## config.mk

```make
export PLATFORM = sky130hd
export DESIGN_NAME = synapse_integrator
export DESIGN_NICKNAME = d
export VERILOG_FILES = /design/src/rtl/synapse_integrator.sv
export SDC_FILE = /design/constraint.sdc
export NUM_CORES = 2
export LEC_CHECK = 0
export CORE_MARGIN = 2
export CORE_UTILIZATION = 65
export CTS_CLUSTER_DIAMETER = 50
export DETAILED_ROUTE_END_ITERATION = 6
export GPL_ROUTABILITY_DRIVEN = 0
export HOLD_SLACK_MARGIN = 0.06
export PLACE_DENSITY = 0.83
export SETUP_SLACK_MARGIN = 0.02
export SLEW_MARGIN = 20
export SYNTH_ARGS = -nofsm -noshare
export SYNTH_HDL_FRONTEND = slang
export SYNTH_SLANG_ARGS = --single-unit
```

## constraint.sdc

```tcl
create_clock -name clk -period 63.5 [get_ports clk]
set_input_delay 12.7 -clock clk [delete_from_list [all_inputs] [get_ports clk]]
set_output_delay 12.7 -clock clk [all_outputs]
set_load 0.1 [all_outputs]
```

## src/rtl/synapse_integrator.sv

```systemverilog
// Synapse integrator: turns presynaptic spike pulses into a signed fixed-point
// synaptic current I for the neuron core. Rising edges on the spike lines are
// latched as pending spikes. A free-running frame of N_SYN+1 cycles scans the
// lines and sums their weights. It then applies exponential decay to the
// synaptic state, adds the bias and registers the result on I.
module synapse_integrator #(
   parameter int WIDTH     = 32,
   parameter int N_SYN     = 16,
   parameter int TAU_SHIFT = 3
) (
   input  logic                          clk,
   input  logic                          reset,
   input  logic [N_SYN-1:0]              syn_in,
   input  logic                          w_we,
   input  logic [$clog2(N_SYN)-1:0]      w_addr,
   input  logic signed [WIDTH-1:0]       w_data,
   input  logic signed [WIDTH-1:0]       bias,
   output logic signed [WIDTH-1:0]       I,
   output logic                          i_update
);

   localparam int IDX_W = $clog2(N_SYN);
   // Wide enough for N_SYN full-scale weights plus the decayed state without wrap.
   localparam int SUM_W = WIDTH + IDX_W + 1;

   localparam logic [IDX_W-1:0] LAST_IDX = IDX_W'(N_SYN - 1);

   localparam logic signed [WIDTH-1:0] MAX_W = {1'b0, {(WIDTH-1){1'b1}}};
   localparam logic signed [WIDTH-1:0] MIN_W = {1'b1, {(WIDTH-1){1'b0}}};
   localparam logic signed [SUM_W-1:0] MAX_EXT = {{(SUM_W-WIDTH+1){1'b0}}, {(WIDTH-1){1'b1}}};
   localparam logic signed [SUM_W-1:0] MIN_EXT = {{(SUM_W-WIDTH+1){1'b1}}, {(WIDTH-1){1'b0}}};

   typedef enum logic {
      SCAN   = 1'b0,
      UPDATE = 1'b1
   } state_t;

   state_t                    state_reg, state_next;
   logic [IDX_W-1:0]          idx_reg, idx_next;
   logic signed [SUM_W-1:0]   acc_reg, acc_next;
   logic signed [WIDTH-1:0]   s_reg;
   logic [N_SYN-1:0]          syn_prev_reg;
   logic [N_SYN-1:0]          pending_reg, pending_next;
   logic [N_SYN-1:0]          rise;
   logic [N_SYN-1:0]          scan_clear;
   logic signed [WIDTH-1:0]   weight_reg [N_SYN];

   logic                      update_fire;
   logic signed [WIDTH-1:0]   weight_sel;
   logic signed [SUM_W-1:0]   weight_ext;
   logic signed [SUM_W-1:0]   s_ext;
   logic signed [SUM_W-1:0]   decay_ext;
   logic signed [SUM_W-1:0]   s_sum;
   logic signed [WIDTH-1:0]   s_sat;
   logic signed [SUM_W-1:0]   s_sat_ext;
   logic signed [SUM_W-1:0]   bias_ext;
   logic signed [SUM_W-1:0]   i_sum;
   logic signed [WIDTH-1:0]   i_sat;

   // Clamp a wide signed sum into the signed WIDTH range.
   function automatic logic signed [WIDTH-1:0] sat(input logic signed [SUM_W-1:0] v);
      logic signed [WIDTH-1:0] r;
      if (v > MAX_EXT) begin
         r = MAX_W;
      end else if (v < MIN_EXT) begin
         r = MIN_W;
      end else begin
         r = v[WIDTH-1:0];
      end
      return r;
   endfunction

   // Edge detection: a line counts as a spike only on its low-to-high transition.
   assign rise = syn_in & ~syn_prev_reg;

   // Remember the previous spike levels every cycle.
   always_ff @(posedge clk or posedge reset) begin
      if (reset) begin
         syn_prev_reg <= '0;
      end else begin
         syn_prev_reg <= syn_in;
      end
   end

   // Per-line pending bit: cleared when its index is scanned, but a rise in the
   // same cycle wins so that spike is counted in the next frame.
   generate
      for (genvar gi = 0; gi < N_SYN; gi++) begin : g_line
         assign scan_clear[gi]   = (state_reg == SCAN) && (idx_reg == IDX_W'(gi));
         assign pending_next[gi] = (pending_reg[gi] & ~scan_clear[gi]) | rise[gi];

         // Pending spike latch for this line.
         always_ff @(posedge clk or posedge reset) begin
            if (reset) begin
               pending_reg[gi] <= 1'b0;
            end else begin
               pending_reg[gi] <= pending_next[gi];
            end
         end

         // Weight entry; a write lands next cycle, so a same-cycle scan sees the old value.
         always_ff @(posedge clk or posedge reset) begin
            if (reset) begin
               weight_reg[gi] <= '0;
            end else if (w_we && (w_addr == IDX_W'(gi))) begin
               weight_reg[gi] <= w_data;
            end
         end
      end
   endgenerate

   // Datapath: weight selection, decay, saturation and bias addition.
   always_comb begin
      weight_sel = weight_reg[idx_reg];
      weight_ext = {{(SUM_W-WIDTH){weight_sel[WIDTH-1]}}, weight_sel};
      s_ext      = {{(SUM_W-WIDTH){s_reg[WIDTH-1]}}, s_reg};
      // Arithmetic shift floors toward -inf, so a state of -1 LSB decays to 0.
      decay_ext  = s_ext >>> TAU_SHIFT;
      s_sum      = s_ext - decay_ext + acc_reg;
      s_sat      = sat(s_sum);
      s_sat_ext  = {{(SUM_W-WIDTH){s_sat[WIDTH-1]}}, s_sat};
      bias_ext   = {{(SUM_W-WIDTH){bias[WIDTH-1]}}, bias};
      i_sum      = s_sat_ext + bias_ext;
      i_sat      = sat(i_sum);
   end

   // Frame FSM state register: scan index, weight accumulator and phase.
   always_ff @(posedge clk or posedge reset) begin
      if (reset) begin
         state_reg <= SCAN;
         idx_reg   <= '0;
         acc_reg   <= '0;
      end else begin
         state_reg <= state_next;
         idx_reg   <= idx_next;
         acc_reg   <= acc_next;
      end
   end

   // Frame FSM next-state logic: scan every line once, then one update cycle.
   always_comb begin
      state_next  = state_reg;
      idx_next    = idx_reg;
      acc_next    = acc_reg;
      update_fire = 1'b0;
      case (state_reg)
         SCAN: begin
            if (pending_reg[idx_reg]) begin
               acc_next = acc_reg + weight_ext;
            end
            if (idx_reg == LAST_IDX) begin
               state_next = UPDATE;
            end else begin
               idx_next = idx_reg + IDX_W'(1);
            end
         end
         UPDATE: begin
            update_fire = 1'b1;
            acc_next    = '0;
            idx_next    = '0;
            state_next  = SCAN;
         end
         default: begin
            state_next = SCAN;
            idx_next   = '0;
            acc_next   = '0;
         end
      endcase
   end

   // Synaptic state and output current, refreshed once per frame.
   always_ff @(posedge clk or posedge reset) begin
      if (reset) begin
         s_reg    <= '0;
         I        <= '0;
         i_update <= 1'b0;
      end else begin
         i_update <= update_fire;
         if (update_fire) begin
            s_reg <= s_sat;
            I     <= i_sat;
         end
      end
   end

endmodule

```

# Yosys cells after proc, flatten, opt, wreduce, memory -nomap -nowiden

Index checks and enable logic that the tools add are counted.

Bits in registers: 651
Logic and storage cells: 184

Bitwise logic cells: 52
$lt $le $gt $ge: 6
Mux-type cells: 16
Equality and inequality tests: 32
Reductions and logical operators: 34
Add/sub/neg operators: 5

Operators by type and width:

| operator               | number |
|---|---|
| $mux W32               | 6 |
| $bmux W32 S4           | 1 |
| $pmux W37 S2           | 1 |
| $eq A4 B4 Y1 const B   | 16 |
| $add A33 B37 Y37       | 1 |
| $add A37 B32 Y37       | 1 |
| $gt A37 B32 Y1 const B | 1 |
| $lt A37 B32 Y1 const B | 1 |
| $mux W37               | 1 |
| $add A32 B32 Y33       | 1 |
| $gt A33 B32 Y1 const B | 1 |
| $lt A33 B32 Y1 const B | 1 |
| $sub A32 B29 Y33       | 1 |
| $eq A4 B3 Y1 const B   | 8 |
| $logic_and A1 B1 Y1    | 32 |
| $not A1 Y1             | 17 |
| $and A1 B1 Y1          | 16 |
| $and A16 B16 Y16       | 1 |
| $eq A4 B2 Y1 const B   | 4 |
| $not A16 Y16           | 1 |
| $or A1 B1 Y1           | 16 |
| $eq A4 B1 Y1 const B   | 2 |
| $logic_not A4 Y1       | 2 |
| $pmux W4 S2            | 1 |
| other kinds (10)       | 12 |

# Logic depth before layout (Yosys ltp)

Word-level depth: 9
Depth in mapped cells: 33

# Worst setup path after synthesis

Ideal clock, no wire load.

Path kind: input-to-reg
From: input port bias[0]
To: register I[10]
Cell stages on the path: 14
Library setup time: 125 ps
Data required time: 63,375 ps
Path slack: 47,704 ps
Data arrival time: 15,670 ps
Cells stage by stage: ha_1 fa_1 a21o_1 a21oi_2 nor2b_2 o31ai_4 a2111oi_1 o31ai_2 o21ai_2 a2111oi_4 mux2i_2 buf_6 maj3_2 mux2_2

Word-level cells in the longest chain between the ends: 4
Elaborated cells between the ends (all ways): 5
Classes of those cells: add/sub: 1; order compare: 2; mux: 2

Ends and longest elaborated chain:

| item                 | RTL line | source |
|---|---|---|
| from (decl)          | 17       | `input logic signed [WIDTH-1:0] bias,` |
| $add A32 B32 Y33 *   | 123      | `i_sum = s_sat_ext + bias_ext;` |
| $lt A33 B32 Y1       | 65       | `end else if (v < MIN_EXT) begin` |
| $mux W32             | 65       |  |
| $mux W32 *           | 63       | `if (v > MAX_EXT) begin` |
| to (signal assigned) | 181      | `I <= i_sat;` |
| to (decl)            | 18       | `output logic signed [WIDTH-1:0] I,` |

Every way passes the cells marked *; elsewhere a longest branch is shown, timed or not.
A chain may end at the register's enable or synchronous reset.

# Worst setup path in the final report

From: input port bias[0]
To: register I[17]

Same word-level chain as after synthesis.

==> impl_metrics.toml <==
[status]
run_status = "completed"

[final_layout]
fillCellCount = 3284
diodes = 0
layout-drive-gt1-share_pct = 33.5
postLayoutCellArea_um2 = 39500
final_core_utilization_pct = 73.3
largest_reg_flops = 512
final_nets = 3026
highest_count_cells_in_the_layout_ignoring_fill_and_taps = "dfrtp_1 (646), mux2_2 (549), inv_1 (193)"
finish.cell_count_without_fillers = 3544
relative_area_change_from_synthesis_to_final_layout_pct = 11.6
layout_commonest_cell = "dfrtp_1"

[critical_path]
cp_num_buf_inv = 2
cp.arrival_ns = 16.80
cp_slowest_stage_delay_ns = 0.71
setup.worst_path.end_class = "register"
worstPathMaxFanout = 16
launching_element_type_of_the_critical_path = "input pin"
slowest_stage = "a2111oi_1"
timing_worst_setup_path_type = "input pin to register"
cp.required_ns = 63.99
path_cells = "clkdlybuf4s50_1 > ha_1 > fa_1 > a21o_1 > a21oi_2 > nor2b_2 > o31ai_4 > a2111oi_1 > o31ai_2 > o21ai_2 > a2111oi_4 > mux2i_2 > buf_4 > and2_1 > o211ai_1 > o21ai_0"
timing.critical_path.max_delay_family = "compound AO/OA/AOI/OAI gates"

[clock_tree]
path_clk_slew_ns = 0.06
worstSkewPairLatency_ns = 0.60
cts_sinks = 651
tritoncts = "yes"
htree_levels = 3
root_buffer = "clkbuf_16"
postCtsSetupBuffers = 0
post_cts_hold_buffer_count = 0
cts_buffers = 70
post_cts_resize_count = 0
clock_path_buffers = 3

[synthesis]
synth-warning-count = 0
synth-compound-area-share_pct = 8.95
number_of_synthesized_flops_with_an_enable_pin = 0
async_flop_share_pct = 100
yosys.area_share.simple_pct = 4.31
synth_adder_area_share_pct = 5.91
dominant_combinational_cell_family_by_area_after_synthesis = "multiplexers"
avgSynthCellArea_um2 = 12.9
synth_top_flop_cell = "dfrtp_1"
synth_area_um2 = 35400
netlist.area_leader.share_pct = 46.1
synth.mux.area_fraction_pct = 28.1
synth_fp_nets = 2975
instance_count_of_the_mapped_netlist = 2746
ys_seq_area_share_pct = 46.1
ys_ff_latch = 651
netlist_top_cells_area = "dfrtp_1 (46%), mux2_2 (17%), mux4_2 (11%), ha_1 (3.9%), inv_1 (2.1%)"
yosysUniqueCellTypes = 87
post_synth_xor_area_fraction_pct = 2.49
synth_largest_area_cell = "dfrtp_1"

[die]
boundaryPins = 120
floorplan.rows = 85
fp.dieW_um = 237
die_height_um = 237
initial_core_util_pct = 65.7
die-area_um2 = 56300
core_area_um2 = 53800

[timing]
post_route_fraction_of_the_period_consumed_by_the_critical_path_pct = 25.7
final.setup_skew_ns = 0.0206
timing.final.crit_period_ns = 16.31
finalHoldViolations = 0
timing.final.setup_violations = 0
tightestPinTransition_ns = 1.11
grt_setup_unrepaired = "no"
fmax_ghz = 0.0613
totalNegativeSetupSlack_ns = 0
max-slew-margin-rel_pct = 25.8
slew_violations = 0

[route]
drcViolationCount = 0
avgRoutedWirePerCell_um = 23.3
post_drt_via_cell_ratio = 6.44
drt_iter0_markers = 1791
num_vias = 22800
route.final.wire_length_um = 82400
number_of_detailed_route_iterations_in_the_first_pass = 5
antenna_violating_nets_post_route = 0

[global_route]
globalRouteOverflowTotal = 0
grt_first_pass_wirelength_um = 133000
grtUsageTotal_pct = 30.3
grt_antenna_before_repair = 3
grt_max_degree = 165
grt_pass1_vias = 24300

[place]
placed_cell_area_um2 = 37000
dpl.cell_count = 3419
place.detailed.hpwl_um = 51100
numPortBuffers = 119

[run]
drv_cap = 0

[hold_path]
hp-class = "register to register"
[worst paths after layout]
check | cells after the start | slack, ns | end | from
setup / recovery | 16 | 47.19 | I[17] | bias[0]
hold / removal | 1 | 0.42 | pending_reg[12] | syn_prev_reg[12]
setup reg to reg | 29 | 55.24 | I[17] | acc_reg[2]
hold reg to reg | 1 | 0.42 | pending_reg[12] | syn_prev_reg[12]
max in group asynchronous | 6 | 47.80 | weight_reg[444] | reset
min in group asynchronous | 2 | 12.46 | syn_prev_reg[8] | reset
[cells by family (layout without fill, tap and decap cells)]
group,after synthesis,count (layout)
AO/OA/AOI/OAI,448,448
XOR/XNOR,98,98
adder cells (fa/ha/maj),148,148
buffers and inverters,369,471
flip-flops,651,651
multiplexers,717,717
AND/OR/NAND/NOR,315,315
[per-layer routing]
layer | vias up | track usage, % | share of wire, %
li1 | 10000 | - | -
met1 | 11900 | 40.8 | 42
met2 | 770 | 51.1 | 50
met3 | 197 | 5.02 | 6.1
met4 | 6 | 9.62 | 2.7
met5 | - | 0 | 0.044
[synth_stat cells, types with 4 or more instances]
cell type	count
a21oi_4	25
inv_1	194
clkbuf_1	116
dfrtp_1	651
nand2b_1	22
or3_1	5
fa_1	33
a21oi_1	139
o21ai_1	10
nand3_1	27
ha_1	109
buf_6	5
nor2b_1	13
and2_1	6
xor2_1	33
a21o_1	51
nor2_1	124
mux2_2	549
and3_1	8
buf_1	45
nor3_1	15
o211ai_1	15
a31oi_1	11
nand3b_1	5
o21ai_2	10
o21ai_0	83
a21boi_0	5
nand4_1	12
a211oi_1	10
buf_2	4
o22ai_1	10
o221ai_1	4
xnor2_1	62
mux4_2	165
nor3b_1	5
o21a_1	15
nand2_1	55
o21bai_1	18
a21oi_2	5
[stage by stage]
stage          hold WS, ns  worst slack (ns)
5_1_grt              0.442             46.97
3_5_place_dp         0.413             46.67
2_1_floorplan        0.396             32.56
6_report             0.420             47.19
3_3_place_gp         0.415             46.83
4_1_cts              0.421             47.28
[cell type report]
type / count / area (µm²) / share of cell area (%)
Multi-Input combinational cell: 1726 / 17700 / 44.8
Sequential cell: 651 / 16300 / 41.3
Clock buffer: 103 / 2100 / 5.32
Timing Repair Buffer: 154 / 1500 / 3.81
Tap cell: 696 / 871 / 2.21
Inverter: 194 / 736 / 1.86
Clock inverter: 20 / 267 / 0.676
Power is left out: the tool's default activity adds up to more than one toggle a clock period on the data nets, which glitch-free logic cannot reach.
